## src/rtl/vga_capture_rx.sv

```systemverilog
// vga_capture_rx: receive side of the VGA pixel interface.
// Samples sync + 4:4:4 RGB on each pixel tick, recovers beam position from
// sync falling edges, qualifies timing with a SEARCH/MEASURE/LOCKED machine
// and re-emits active pixels with their coordinates.
// Optional build macro VGA_CAPTURE_CHECKSUM_EN adds a per-frame pixel sum
// (frameSum/frameSumValid).
module vga_capture_rx #(
  parameter int H_DISPLAY   = 640,
  parameter int H_BACK      = 48,
  parameter int H_SYNC      = 96,
  parameter int H_TOTAL     = 800,
  parameter int V_DISPLAY   = 480,
  parameter int V_BACK      = 33,
  parameter int V_SYNC      = 2,
  parameter int V_TOTAL     = 525,
  parameter int LOCK_FRAMES = 2    // 1..15, held in a 4-bit counter
) (
  input  logic        clock,
  input  logic        reset,
  input  logic        pTick,
  input  logic        hSync,
  input  logic        vSync,
  input  logic [3:0]  vgaRed,
  input  logic [3:0]  vgaGreen,
  input  logic [3:0]  vgaBlue,
  output logic [9:0]  pixelX,
  output logic [9:0]  pixelY,
  output logic        videoON,
  output logic        pixelValid,
  output logic [11:0] pixelRGB,
  output logic        frameStart,
  output logic        locked,
  output logic        timingError
`ifdef VGA_CAPTURE_CHECKSUM_EN
  ,
  output logic [15:0] frameSum,
  output logic        frameSumValid
`endif
);

  // Active window bounds and check targets, as 10-bit counter values.
  localparam logic [9:0] H_A0    = 10'(H_SYNC + H_BACK);
  localparam logic [9:0] H_A1    = 10'(H_SYNC + H_BACK + H_DISPLAY);
  localparam logic [9:0] V_A0    = 10'(V_SYNC + V_BACK);
  localparam logic [9:0] V_A1    = 10'(V_SYNC + V_BACK + V_DISPLAY);
  localparam logic [9:0] H_LAST  = 10'(H_TOTAL - 1);
  localparam logic [9:0] V_LAST  = 10'(V_TOTAL - 1);
  localparam logic [9:0] CNT_MAX = 10'h3FF;
  localparam logic [3:0] LOCK_N  = 4'(LOCK_FRAMES);

  typedef enum logic [1:0] {
    SEARCH  = 2'd0,
    MEASURE = 2'd1,
    LOCKED  = 2'd2
  } state_t;

  // sample stage
  logic        s_hs, s_vs, p_hs, p_vs;
  logic [11:0] s_rgb;
  // beam position of the previously processed sample
  logic [9:0]  h_cnt, v_cnt;
  logic [9:0]  h_next, v_next;
  logic        h_fall, v_fall;
  logic        line_ok, frame_ok, line_bad;
  logic        active, valid_now;
  // lock machine
  state_t      state, state_nx;
  logic [3:0]  good, good_nx;
  logic        armed, armed_nx;
  logic        err_set;

  // Sample stage: register the pins each tick, keep the prior sync level.
  always_ff @(posedge clock or negedge reset) begin
    if (!reset) begin
      s_hs  <= 1'b0;
      s_vs  <= 1'b0;
      p_hs  <= 1'b0;
      p_vs  <= 1'b0;
      s_rgb <= '0;
    end else if (pTick) begin
      p_hs  <= s_hs;
      p_vs  <= s_vs;
      s_hs  <= hSync;
      s_vs  <= vSync;
      s_rgb <= {vgaRed, vgaGreen, vgaBlue};
    end
  end

  assign h_fall = p_hs & ~s_hs;
  assign v_fall = p_vs & ~s_vs;

  // Position of the sample being processed. Both counters saturate so a
  // dead sync line can never alias back into the active window.
  always_comb begin
    h_next = h_fall ? '0 : ((h_cnt == CNT_MAX) ? h_cnt : h_cnt + 10'd1);
    v_next = v_cnt;
    if (v_fall)
      v_next = '0;
    else if (h_fall && (v_cnt != CNT_MAX))
      v_next = v_cnt + 10'd1;
  end

  assign active    = (h_next >= H_A0) && (h_next < H_A1) &&
                     (v_next >= V_A0) && (v_next < V_A1);
  assign valid_now = pTick && active && (state == LOCKED);

  // Completed line/frame lengths are judged from the count before reset-to-0.
  assign line_ok  = (h_cnt == H_LAST);
  assign frame_ok = (v_cnt == V_LAST);
  assign line_bad = h_fall && armed && !line_ok;

  // Beam counters advance once per tick.
  always_ff @(posedge clock or negedge reset) begin
    if (!reset) begin
      h_cnt <= '0;
      v_cnt <= '0;
    end else if (pTick) begin
      h_cnt <= h_next;
      v_cnt <= v_next;
    end
  end

  // Lock machine state registers.
  always_ff @(posedge clock or negedge reset) begin
    if (!reset) begin
      state <= SEARCH;
      good  <= '0;
      armed <= 1'b0;
    end else begin
      state <= state_nx;
      good  <= good_nx;
      armed <= armed_nx;
    end
  end

  // Lock machine next state. The line check is disarmed in SEARCH so the
  // first line edge after acquiring vSync (possibly a partial line) is exempt.
  always_comb begin
    state_nx = state;
    good_nx  = good;
    armed_nx = armed;
    err_set  = 1'b0;
    if (pTick) begin
      case (state)
        SEARCH: begin
          armed_nx = 1'b0;
          if (v_fall) begin
            state_nx = MEASURE;
            good_nx  = '0;
          end
        end
        MEASURE: begin
          if (h_fall) armed_nx = 1'b1;
          if (line_bad) begin
            state_nx = SEARCH;
          end else if (v_fall) begin
            if (frame_ok) begin
              good_nx = good + 4'd1;
              if (good + 4'd1 == LOCK_N) state_nx = LOCKED;
            end else begin
              good_nx = '0;
            end
          end
        end
        LOCKED: begin
          if (h_fall) armed_nx = 1'b1;
          if (line_bad || (v_fall && !frame_ok) || (h_next == CNT_MAX)) begin
            err_set  = 1'b1;
            state_nx = SEARCH;
          end
        end
        default: state_nx = SEARCH;
      endcase
    end
  end

  assign locked = (state == LOCKED);

  // Output register: one tick behind the sample stage; strobes last one clock.
  always_ff @(posedge clock or negedge reset) begin
    if (!reset) begin
      pixelX      <= '0;
      pixelY      <= '0;
      videoON     <= 1'b0;
      pixelValid  <= 1'b0;
      pixelRGB    <= '0;
      frameStart  <= 1'b0;
      timingError <= 1'b0;
    end else begin
      pixelValid <= 1'b0;
      frameStart <= 1'b0;
      if (pTick) begin
        videoON    <= active;
        pixelX     <= active ? h_next - H_A0 : '0;
        pixelY     <= active ? v_next - V_A0 : '0;
        pixelValid <= valid_now;
        frameStart <= v_fall;
        if (active) pixelRGB <= s_rgb;
        if (err_set) timingError <= 1'b1;
      end
    end
  end

`ifdef VGA_CAPTURE_CHECKSUM_EN
  logic [15:0] acc;

  // Frame checksum: sum of emitted pixels, handed off at each locked vSync edge.
  always_ff @(posedge clock or negedge reset) begin
    if (!reset) begin
      acc           <= '0;
      frameSum      <= '0;
      frameSumValid <= 1'b0;
    end else begin
      frameSumValid <= 1'b0;
      if (pTick && v_fall && (state == LOCKED)) begin
        frameSum      <= acc;
        frameSumValid <= 1'b1;
        acc           <= valid_now ? 16'(s_rgb) : '0;
      end else if (valid_now) begin
        acc <= acc + 16'(s_rgb);
      end
    end
  end
`endif

endmodule
```

## config.mk

```make
export PLATFORM = sky130hd
export DESIGN_NAME = vga_capture_rx
export DESIGN_NICKNAME = d
export VERILOG_FILES = /design/src/rtl/vga_capture_rx.sv
export SDC_FILE = /design/constraint.sdc
export NUM_CORES = 1
export LEC_CHECK = 0
export ABC_AREA = 1
export CORE_ASPECT_RATIO = 1.25
export CORE_UTILIZATION = 60
export CTS_BUF_LIST = sky130_fd_sc_hd__clkbuf_4 sky130_fd_sc_hd__clkbuf_8
export DETAILED_ROUTE_END_ITERATION = 12
export HOLD_SLACK_MARGIN = 0.1
export PLACE_DENSITY = 0.95
export SETUP_SLACK_MARGIN = 0.02
export SYNTH_ARGS = -nofsm -noshare
export SYNTH_HDL_FRONTEND = slang
export SYNTH_SLANG_ARGS = --single-unit
```

## constraint.sdc

```tcl
create_clock -name clock -period 5.3 [get_ports clock]
set_input_delay 1.06 -clock clock [delete_from_list [all_inputs] [get_ports clock]]
set_output_delay 1.06 -clock clock [all_outputs]
set_load 0.01 [all_outputs]
```

==> metrics.md, run 1 <==
| Metric | Value |
|---|---|
| Antenna Nets Post-Route | `0` |
| CTS tree | `done` |
| Core area | `7400 µm²` |
| RR Endpoint | `pixelX[0]$_DFFE_PN0P_` |
| Endpoints failing hold | `0` |
| Seq/Total Area, Yosys | `43.1%` |
| I/O pins | `54` |
| N_diodes | `0` |
| Worst Setup SP | `h_cnt[0]$_DFFE_PN0P_` |
| Pre-antenna DRT Iters | `7` |
| Status | `completed` |
| Largest net degree at the start of global routing | `80` |
| Unrepaired setup endpoints after global routing | `no` |
| First-pass GRT wire length | `18800 µm` |
| R2R cell count | `16` |
| Tmin final | `3210 ps` |
| Cell Pwr Density | `333 nW/µm²` |
| Crit. End Element | `flip-flop` |
| Final Skew | `between 10 and 15 ps` |
| Max frequency | `between 300 and 400 MHz` |
| Worst hold endpoint | `timingError$_DFFE_PN0P_` |
| Arr. time, crit path | `3460 ps` |
| GP Congestion | `0.920` |
| HP Start | `timingError$_DFFE_PN0P_` |
| Post-Syn Area | `4590 µm²` |
| Initial Util | `between 60% and 70%` |
| # hold bufs at CTS | `0` |
| Number of synthesized register bits | `79` |
| Distinct cells, synth | `33` |
| Tcrit/Tclk final | `60.6%` |
| Crit-path leading delay family | `simple AND/OR/NAND/NOR gates` |
| Die W | `80.2 µm` |
| Post-detailed-routing wire length | `10900 µm` |
| Fin util | `71.8%` |
| Syn avg cell area | `7.63 µm²` |
| Initial antenna violation count | `0` |
| Port buffer count | `53` |
| PostCTS Resize Cnt | `0` |
| Clock Latency Late Sink | `350 ps` |
| Post-Syn Instances | `601` |
| Relative slew slack | `36.1%` |
| Routed WL per cell | `14.8 µm` |
| Worst Path Required | `5550 ps` |
| WP buf/inv | `3` |
| Hpwl dp | `7480 µm` |
| CP startpoint kind | `flip-flop` |
| Iter 0 DRT Violations | `~350` |
| Most used cell, CP | `inv_1` |
| Critical path peak fanout | `14` |
| CP max stage cell | `dfrtp_1` |
| Final Max Tran Viols | `0` |
| Fraction of layout cells with a size suffix above 1 | `about 10%` |
| Clock transition at path regs | `80 ps` |
| Detailed-route via count | `roughly 4200` |
| Die Y | `99.8 µm` |
| Hold crit path type | `reg -> reg` |
| Worst path max stage delay | `410 ps` |
| Flop-to-flop setup slack | `~2100 ps` |
| Yosys warns | `0` |
| Syn nets | `630` |
| Vias in the first global route | `4208` |
| R2R Path Start | `h_cnt[0]$_DFFE_PN0P_` |
| Sinks on Clock Net | `79` |
| Max-Cap Viols | `0` |
| # DRC | `0` |
| CP Class | `reg -> reg` |
| Leak Pwr | `2.67 nW` |
| Total setup buffers inserted after CTS | `0` |
| Tot GR Track Use | `30.5%` |
| Final setup viols | `0` |
| Post-DR vias/cell | `5.70` |
| Die Footprint | `8000 µm²` |
| Number of buffers created by CTS | `9` |
| Area Overhead vs Synth | `15.8%` |
| Nets | `672` |
| Cell Chain, Critical Path | `ha_1 -> nand2_2 -> nor2_4 -> nand3_4 -> inv_1 -> o21ai_0 -> inv_1 -> ha_1 -> inv_1 -> nor2_1 -> nand3_1 -> nor2_1 -> o21ai_1 -> nor2_4 -> nand2_1 -> o21ai_0` |
| Placed Instance Area | `between 5000 and 6000 µm²` |
| Setup TNS | `0 ps` |
| Htree depth | `3` |
| Clk buf depth | `2` |
| Layout Cell Area excl Fill | `5310 µm²` |
| Measured slew at the worst slew-check pin | `~960 ps` |
| CTS root buf | `clkbuf_8` |
| Grt ovf | `0` |
| Cells on Worst Hold Path | `1` |
| Worst vdd ir | `roughly 0.25 mV` |
| Power Total | `approximately 0.0018 W` |
| Cell row count | `35` |
-- routing by layer --
| metal | vias to the layer above | GRT usage, % | share of wire [%] |
|---|---|---|---|
| li1 | 1996 | - | - |
| met1 | 1975 | 34.7 | 38 |
| met2 | 190 | 52.6 | 52 |
| met3 | 54 | 5.18 | 4.9 |
| met4 | 0 | 19.4 | 5.0 |
| met5 | - | 0 | 0 |
-- cells in the final DEF (no fill, tap or decap), types with 9 or more instances in the layout --
cell             netlist  layout
clkbuf_8               0       9
clkdlybuf4s50_1        0      51
dfrtp_1               79      79
ha_1                  12      12
inv_1                 56      55
nand2_1              222     222
nand2_2               10      10
nand3_1               56      56
nand3_2                9       9
nand4_1               21      21
nor2_1                25      25
nor2_4                 9       9
o21ai_0               30      30
-- how the worst max path moves through the flow --
stage	slack, ps	endpoint	depth (start not counted)
floorplan	2760	pixelRGB[10]$_DFFE_PN0P_	15
finish	2090	pixelX[0]$_DFFE_PN0P_	16
global placement	2300	good[2]$_DFFE_PN0P_	8
global route	1790	pixelX[0]$_DFFE_PN0P_	16
detailed placement	2210	good[0]$_DFFE_PN0P_	8
CTS	2120	pixelX[0]$_DFFE_PN0P_	16
-- sequential cells by signal (all words and copies together), names as in the netlist, 2 cells and up --
name,cells
pixelX,10
v_cnt,10
state,2
h_cnt,10
pixelRGB,12
good,4
pixelY,10
s_rgb,12
-- worst reg2reg max path, cell delays in order, from the launching register on --
cell	delay (ps)
dfrtp_1	410
ha_1	230
nand2_2	90
nor2_4	180
nand3_4	170
inv_1	110
o21ai_0	250
inv_1	160
ha_1	150
inv_1	40
nor2_1	120
nand3_1	90
nor2_1	200
o21ai_1	140
nor2_4	300
nand2_1	210
o21ai_0	270
-- logic make-up (layout without fill, tap and decap cells) --
logic type / count (synthesis) / after routing / share of synthesized area (%)
XOR/XNOR: 12 / 12 / 2.29
buffers and inverters: 84 / 131 / 7.80
AND/OR/NAND/NOR: 367 / 367 / 37.6
AO/OA/AOI/OAI: 47 / 47 / 5.95
flip-flops: 79 / 79 / 43.1
adder cells (fa/ha/maj): 12 / 12 / 3.27
-- through the flow --
step | instances | setup WS [ps] | hold slack (ps)
finish | 740 | 2090 | 479
floorplan | 601 | 2760 | 442
global route | 740 | 1790 | 502
CTS | 740 | 2120 | 480
global placement | 724 | 2300 | 450
detailed placement | 724 | 2210 | 460
-- cell type report --
type	count	area, µm²
multi-input combinational	438	2250
fill	547	2090
sequential	79	1980
timing repair buffer	55	538
inverter	60	225
clock buffer	9	124
tap	92	115
clock inverter	7	80.1
-- power breakdown --
part	internal (W)	switching, W	total [W]
registers	0.000696	0.0000828	0.000779
clock network	0.000222	0.000241	0.000463
logic	0.000222	0.000305	0.000527
total	0.00114	0.000629	0.00177
-- cells in the mapped netlist --
master      n  share of area [%]
a21oi_1     6               0.65
a21oi_2     1               0.19
buf_1       1              0.082
buf_2       4               0.44
buf_4       6               0.98
buf_6       2               0.49
clkbuf_1   11               0.90
dfrtp_1    79                 43
ha_1       12                3.3
inv_1      56                4.6
inv_2       4               0.33
nand2_1   222                 18
nand2_2    10                1.4
nand2_4     2               0.49
nand3_1    56                6.1
nand3_2     9                2.0
nand3_4     3                1.1
nand4_1    21                2.9
nor2_1     25                2.0
nor2_2      3               0.41
nor2_4      9                2.2
nor3_1      4               0.44
nor4_1      1               0.14
o21ai_0    30                3.3
o21ai_1     5               0.55
o21ai_4     1               0.35
o21bai_1    1               0.16
o22ai_1     1               0.14
o31ai_1     1               0.16
o31ai_4     1               0.46
or2_2       2               0.27
xnor2_1     6                1.1
xor2_1      6                1.1
No activity file was read; power rests on OpenSTA's default activity.
==> run 2: changes to the inputs <==
- CORE_UTILIZATION: 60 -> 53
- PLACE_DENSITY: 0.95 -> 0.9
- clock period: 5.3 -> 2.65 ns (I/O delays scaled with it)
==> run 2 against run 1 <==
Against the previous run:
- clock skew about the same
- final area increased by 9.2%
- routed wire length increased by 3.9%
- count of clock-buffer cells in the layout increased by 2
- maximum frequency increased by 24%
- sequential power increased by 96%
- critical path type unchanged
- highest routed layer unchanged
==> metrics.md, run 2 (synthesis gave the netlist of run 1 again) <==
| Metric | Value |
|---|---|
| Area Overhead vs Synth | `26.5%` |
| Port buffer count | `53 (unchanged)` |
| Worst Path Required | `2900 ps (-2650 ps)` |
| Fin util | `69.6% (-2.2 points)` |
| CTS root buf | `clkbuf_8` |
| Final setup viols | `0 (unchanged)` |
| Tcrit/Tclk final | `97.6% (+37 points)` |
| Nets | `709 (+5.5%)` |
| # hold bufs at CTS | `0 (unchanged)` |
| Largest regs | `pixelRGB: 12 flops, s_rgb: 12 flops` |
| Tot GR Track Use | `26.2% (-4.3 points)` |
| Hpwl dp | `7880 µm (+5.4%)` |
| Iter 0 DRT Violations | `292 (-17%)` |
| Hold crit path type | `in -> async` |
| Grt ovf | `0 (unchanged)` |
| Cell Pwr Density | `654 nW/µm² (+96%)` |
| Routed WL per cell | `14.5 µm (-1.5%)` |
| N_diodes | `0 (unchanged)` |
| Htree depth | `3 (unchanged)` |
| Endpoints failing hold | `0 (unchanged)` |
| CP Class | `reg -> reg` |
| Detailed-route via count | `4334 (+2.8%)` |
| Initial antenna violation count | `0 (unchanged)` |
| Final Max Tran Viols | `0 (unchanged)` |
| Max-Cap Viols | `0 (unchanged)` |
| CP max stage cell | `dfrtp_1` |
| Antenna Nets Post-Route | `0 (unchanged)` |
| Die Y | `106 µm (+6.3%)` |
| Clock Latency Late Sink | `360 ps (about the same)` |
| Clk buf depth | `2 (unchanged)` |
| Tmin final | `2590 ps (-624 ps)` |
| Flop-to-flop setup slack | `60 ps (-2030 ps)` |
| Number of buffers created by CTS | `9 (unchanged)` |
| Measured slew at the worst slew-check pin | `705 ps (-253 ps)` |
| Post-detailed-routing wire length | `11400 µm (+3.9%)` |
| Most frequent cells in the layout | `nand2_1 (219), dfrtp_1 (79), inv_1 (52)` |
| I/O pins | `54 (unchanged)` |
| Initial Util | `55.1% (-6.9 points)` |
| Worst path max stage delay | `380 ps (-30 ps)` |
| First-pass GRT wire length | `18500 µm (-1.7%)` |
| Fraction of layout cells with a size suffix above 1 | `18.3% (+8.2 points)` |
| Largest net degree at the start of global routing | `63 (-21%)` |
| Sinks on Clock Net | `79 (unchanged)` |
| Worst vdd ir | `0.484 mV (+91%)` |
| Relative slew slack | `53.0% (+17 points)` |
| # DRC | `0 (unchanged)` |
| Cell row count | `37 (+5.7%)` |
| Fill count | `651 (+19%)` |
| Arr. time, crit path | `2840 ps (-620 ps)` |
| Cell Chain, Critical Path | `ha_2 -> nand2_2 -> nor2_4 -> xor2_1 -> o21ai_1 -> buf_4 -> inv_4 -> ha_4 -> inv_2 -> nor2_2 -> nand3_2 -> nor2_4 -> o21ai_1 -> nor2_4 -> nand3_4 -> nand2_1 -> nand2_1` |
| Max frequency | `387 MHz (+24%)` |
| Area occupied by multi-input gates | `2380 µm² (+5.6%)` |
| Status | `completed` |
| Most used cell, CP | `nor2_4` |
| Core area | `8330 µm² (+13%)` |
| CTS tree | `done` |
| Vias in the first global route | `4112 (-2.3%)` |
| Leak Pwr | `2.89 nW (+8.2%)` |
| CP startpoint kind | `flip-flop` |
| Fin Hold WS | `101 ps (-378 ps)` |
| Final Skew | `10.5 ps (-0.0409 ps)` |
| Critical path peak fanout | `7 (-7)` |
| Most common cell after layout, fill and taps aside | `nand2_1` |
| Post-DR vias/cell | `5.55 (-2.6%)` |
| Die W | `85.2 µm (+6.2%)` |
| Die Footprint | `9040 µm² (+13%)` |
| Seq. cell area | `1980 µm² (unchanged)` |
| Crit. End Element | `flip-flop` |
| Clock transition at path regs | `80 ps (about the same)` |
| Pre-antenna DRT Iters | `4 (-3)` |
| Unrepaired setup endpoints after global routing | `yes` |
| GP Congestion | `0.921 (about the same)` |
run 2: area by class of cell:
cell class	instances	share of cell area (%)
Multi-Input combinational cell	439	41.0
Sequential cell	79	34.1
Timing Repair Buffer	91	14.9
Inverter	60	3.92
Clock buffer	11	2.39
Tap cell	97	2.09
Clock inverter	4	1.64
run 2: worst paths after layout:
path / from / end / depth (start not counted)
max: h_cnt[1]$_DFFE_PN0P_ / pixelRGB[8]$_DFFE_PN0P_ / 17
min: reset / v_cnt[0]$_DFFE_PN0P_ / 1
max reg2reg: h_cnt[1]$_DFFE_PN0P_ / pixelRGB[8]$_DFFE_PN0P_ / 17
min reg2reg: timingError$_DFFE_PN0P_ / timingError$_DFFE_PN0P_ / 1
max in group asynchronous: reset / h_cnt[9]$_DFFE_PN0P_ / 2
min in group clock: timingError$_DFFE_PN0P_ / timingError$_DFFE_PN0P_ / 1
run 2: what timing repair did:
item	CTS	global route
pin swaps	0	21
buffers inserted	0	8
gates resized for setup	0	36
gates cloned	0	2
setup endpoints to repair	1	34
run 2: report_power, final:
group	internal, W	switching, W
clock	0.000641	0.000437
sequential	0.00139	0.000135
combinational	0.000525	0.000661
run 2: layer usage:
layer	up-vias	track usage (%)	routed length (µm)
met1	2089	30.0	4580
met5	-	0	0
met4	0	14.6	421
met3	32	5.28	452
met2	136	45.3	5900
li1	2077	-	-
run 2: stage by stage:
step           setup WS (ps)  std cells  total power, W  cell area [µm²]  setup TNS [ps]
2_1_floorplan            113        601         0.00218             4590               0
3_3_place_gp             154        756         0.00263             5340               0
3_5_place_dp            47.5        756         0.00266             5340               0
4_1_cts                 16.6        771         0.00373             5580               0
5_1_grt                 -140        781         0.00400             5800           -2820
6_report                63.0        781         0.00379             5800               0
run 2: worst max-delay path, delay by kind of cell (launching register included):
family / cells / cell delay (ps)
DFF: 1 / 380
and+or+nand+nor: 9 / 1150
adders and majority gates: 2 / 320
buffers and inverters: 3 / 250
xor gates and xnor gates: 1 / 170
AOI/OAI and AO/OA: 2 / 200
==> run 3: changes to the inputs <==
- TNS_END_PERCENT: not set -> 20
==> run 3 against run 2 <==
Against the previous run:
- total power down 0.28%
- first-iteration DRC count unchanged
- non-clock buffer count is the same
- final area fell by 0.17%
- register-to-register slack better by 30 ps
- final cell count is the same
==> metrics.md, run 3 (synthesis gave the netlist of run 1 again) <==
| Metric | Value |
|---|---|
| Relative slew slack | `53.3% (+0.27 points)` |
| Critical path peak fanout | `12 (+5)` |
| R2R cell count | `17 (unchanged)` |
| Unrepaired setup endpoints after global routing | `yes` |
| Fraction of layout cells with a size suffix above 1 | `18.0% (-0.29 points)` |
| Setup crit end | `pixelRGB[7]$_DFFE_PN0P_` |
| Status | `completed` |
| Post-place setup slack | `47.5 ps (unchanged)` |
| Switching power | `0.00122 W (-0.73%)` |
| Initial antenna violation count | `0 (unchanged)` |
| CTS root buf | `clkbuf_8` |
| Arr. time, crit path | `2860 ps (+20 ps)` |
| Sequential power share | `40.3% (about the same)` |
| Setup ws final | `91.1 ps (+28.1 ps)` |
| Cell Pwr Density | `653 nW/µm² (-0.11%)` |
| Initial Util | `55.1% (unchanged)` |
| Worst Setup SP | `h_cnt[1]$_DFFE_PN0P_` |
| CP startpoint kind | `flip-flop` |
| Clock Latency Late Sink | `360 ps (about the same)` |
| N_diodes | `0 (unchanged)` |
| Tot GR Track Use | `26.2% (unchanged)` |
| Grt ovf | `0 (unchanged)` |
| Largest net degree at the start of global routing | `63 (unchanged)` |
| First-pass GRT wire length | `18500 µm (unchanged)` |
| Power Internal | `0.00256 W (about the same)` |
| Max-Cap Viols | `0 (unchanged)` |
| RR Endpoint | `pixelRGB[7]$_DFFE_PN0P_` |
| Endpoints failing hold | `0 (unchanged)` |
| Final Skew | `9.96 ps (-0.569 ps)` |
| Vias in the first global route | `4112 (unchanged)` |
| Layout Cell Area excl Fill | `5790 µm² (-0.17%)` |
| CTS tree | `done` |
| Worst Path Required | `2950 ps (+50 ps)` |
| Cell row count | `37 (unchanged)` |
| Clk pwr share | `28.4% (about the same)` |
| Max frequency | `391 MHz (+1.1%)` |
| Number of buffers created by CTS | `9 (unchanged)` |
| Die W | `85.2 µm (unchanged)` |
| Htree depth | `3 (unchanged)` |
| Antenna Nets Post-Route | `0 (unchanged)` |
| Nets | `709 (unchanged)` |
| Clk buf depth | `2 (unchanged)` |
| GP Congestion | `0.921 (unchanged)` |
| Core area | `8330 µm² (unchanged)` |
| Tcrit/Tclk final | `96.6% (-1.1 points)` |
| Leak Pwr | `2.89 nW (about the same)` |
| Measured slew at the worst slew-check pin | `701 ps (-4.08 ps)` |
| Most common cell after layout, fill and taps aside | `nand2_1` |
| R2R Path Start | `h_cnt[1]$_DFFE_PN0P_` |
| Setup TNS | `0 ps (unchanged)` |
| Clock transition at path regs | `80 ps (about the same)` |
| Hpwl dp | `7880 µm (unchanged)` |
| Hold crit path type | `in -> async` |
| Final Max Tran Viols | `0 (unchanged)` |
| Final setup viols | `0 (unchanged)` |
| Die Footprint | `9040 µm² (unchanged)` |
| Post-detailed-routing wire length | `11300 µm (-0.33%)` |
| Iter 0 DRT Violations | `292 (unchanged)` |
| Flop-to-flop setup slack | `90 ps (+30 ps)` |
| Crit. End Element | `flip-flop` |
| Routed WL per cell | `14.5 µm (-0.33%)` |
| Power Total | `0.00378 W (-0.28%)` |
| # DRC | `0 (unchanged)` |
| Logic gate share of total power | `31.2% (about the same)` |
| Detailed-route via count | `4335 (+0.023%)` |
| Largest regs | `pixelRGB: 12 flops, s_rgb: 12 flops` |
| Switching Share | `32.4% (-0.14 points)` |
| Placed Instance Area | `5340 µm² (unchanged)` |
| Post-DR vias/cell | `5.55 (about the same)` |
| Port buffer count | `53 (unchanged)` |
| CP Class | `reg -> reg` |
| I/O pins | `54 (unchanged)` |
| Area Overhead vs Synth | `26.2%` |
| Worst vdd ir | `0.479 mV (-1.0%)` |
| Most frequent cells in the layout | `nand2_1 (221), dfrtp_1 (79), inv_1 (52)` |
| Sinks on Clock Net | `79 (unchanged)` |
| Pre-antenna DRT Iters | `7 (+3)` |
| Tmin final | `2560 ps (-28.1 ps)` |
| Die Y | `106 µm (unchanged)` |
-- run 3: cell counts in the layout (fill, tap and decap cells not counted) --
Identical to the previous run, type by type.
-- run 3: critical path, cell delays in order, from the launching register on --
cell and delay [ps]:
dfrtp_1 380, ha_2 210, nand2_2 80, nor2_4 170
xor2_1 170, o21ai_1 90, buf_4 160, inv_4 60
ha_4 110, inv_2 30, nor2_2 100, nand3_2 90
nor2_4 120, o21ai_1 110, nor2_4 230, buf_8 180
nand4_1 100, nand2_1 110
-- run 3: cell type report --
cell class	count	area [µm²]
timing repair buffer	91	862
inverter	60	228
clock inverter	4	95.1
multi-input combinational	439	2370
sequential	79	1980
fill	653	2540
clock buffer	11	139
tap	97	121
-- run 3: per-stage QoR --
| step | std cells | hold slack [ps] | util [%] |
|---|---|---|---|
| global route | 781 | 125 | 69.5 |
| detailed placement | 756 | 459 | 64.1 |
| floorplan | 601 | 234 | - |
| CTS | 771 | 111 | 66.9 |
| finish | 781 | 98.9 | 69.5 |
| global placement | 756 | 454 | 64.1 |
-- run 3: timing repair --
action,in CTS,in global routing
endpoints found under the setup margin,1,34
hold buffers,0,0
pin swaps,0,24
cloned,0,2
resized for setup,0,32
buffers inserted,0,8
endpoints found under the hold margin,0,0
-- run 3: layer usage --
metal	up-vias	GRT usage [%]	wire length, µm
met5	-	0	0
met4	0	14.6	430
met3	36	5.28	460
met2	143	45.3	5910
met1	2081	30.0	4510
li1	2075	-	-
-- run 3: how the worst min path moves through the flow --
stage | from | end | cells past startpoint
3_5_place_dp | timingError$_DFFE_PN0P_ | timingError$_DFFE_PN0P_ | 1
6_report | reset | v_cnt[0]$_DFFE_PN0P_ | 1
3_3_place_gp | timingError$_DFFE_PN0P_ | timingError$_DFFE_PN0P_ | 1
5_1_grt | reset | v_cnt[6]$_DFFE_PN0P_ | 1
2_1_floorplan | reset | armed$_DFFE_PN0P_ | 0
4_1_cts | reset | v_cnt[9]$_DFFE_PN0P_ | 1
-- run 3: power groups by stage --
stage | clock, W | combinational [W] | sequential [W]
6_report | 0.00108 | 0.00118 | 0.00152
2_1_floorplan | 0 | 0.000608 | 0.00157
4_1_cts | 0.00108 | 0.00112 | 0.00153
3_5_place_dp | 0 | 0.00112 | 0.00154
5_1_grt | 0.00113 | 0.00131 | 0.00155
3_3_place_gp | 0 | 0.00109 | 0.00154
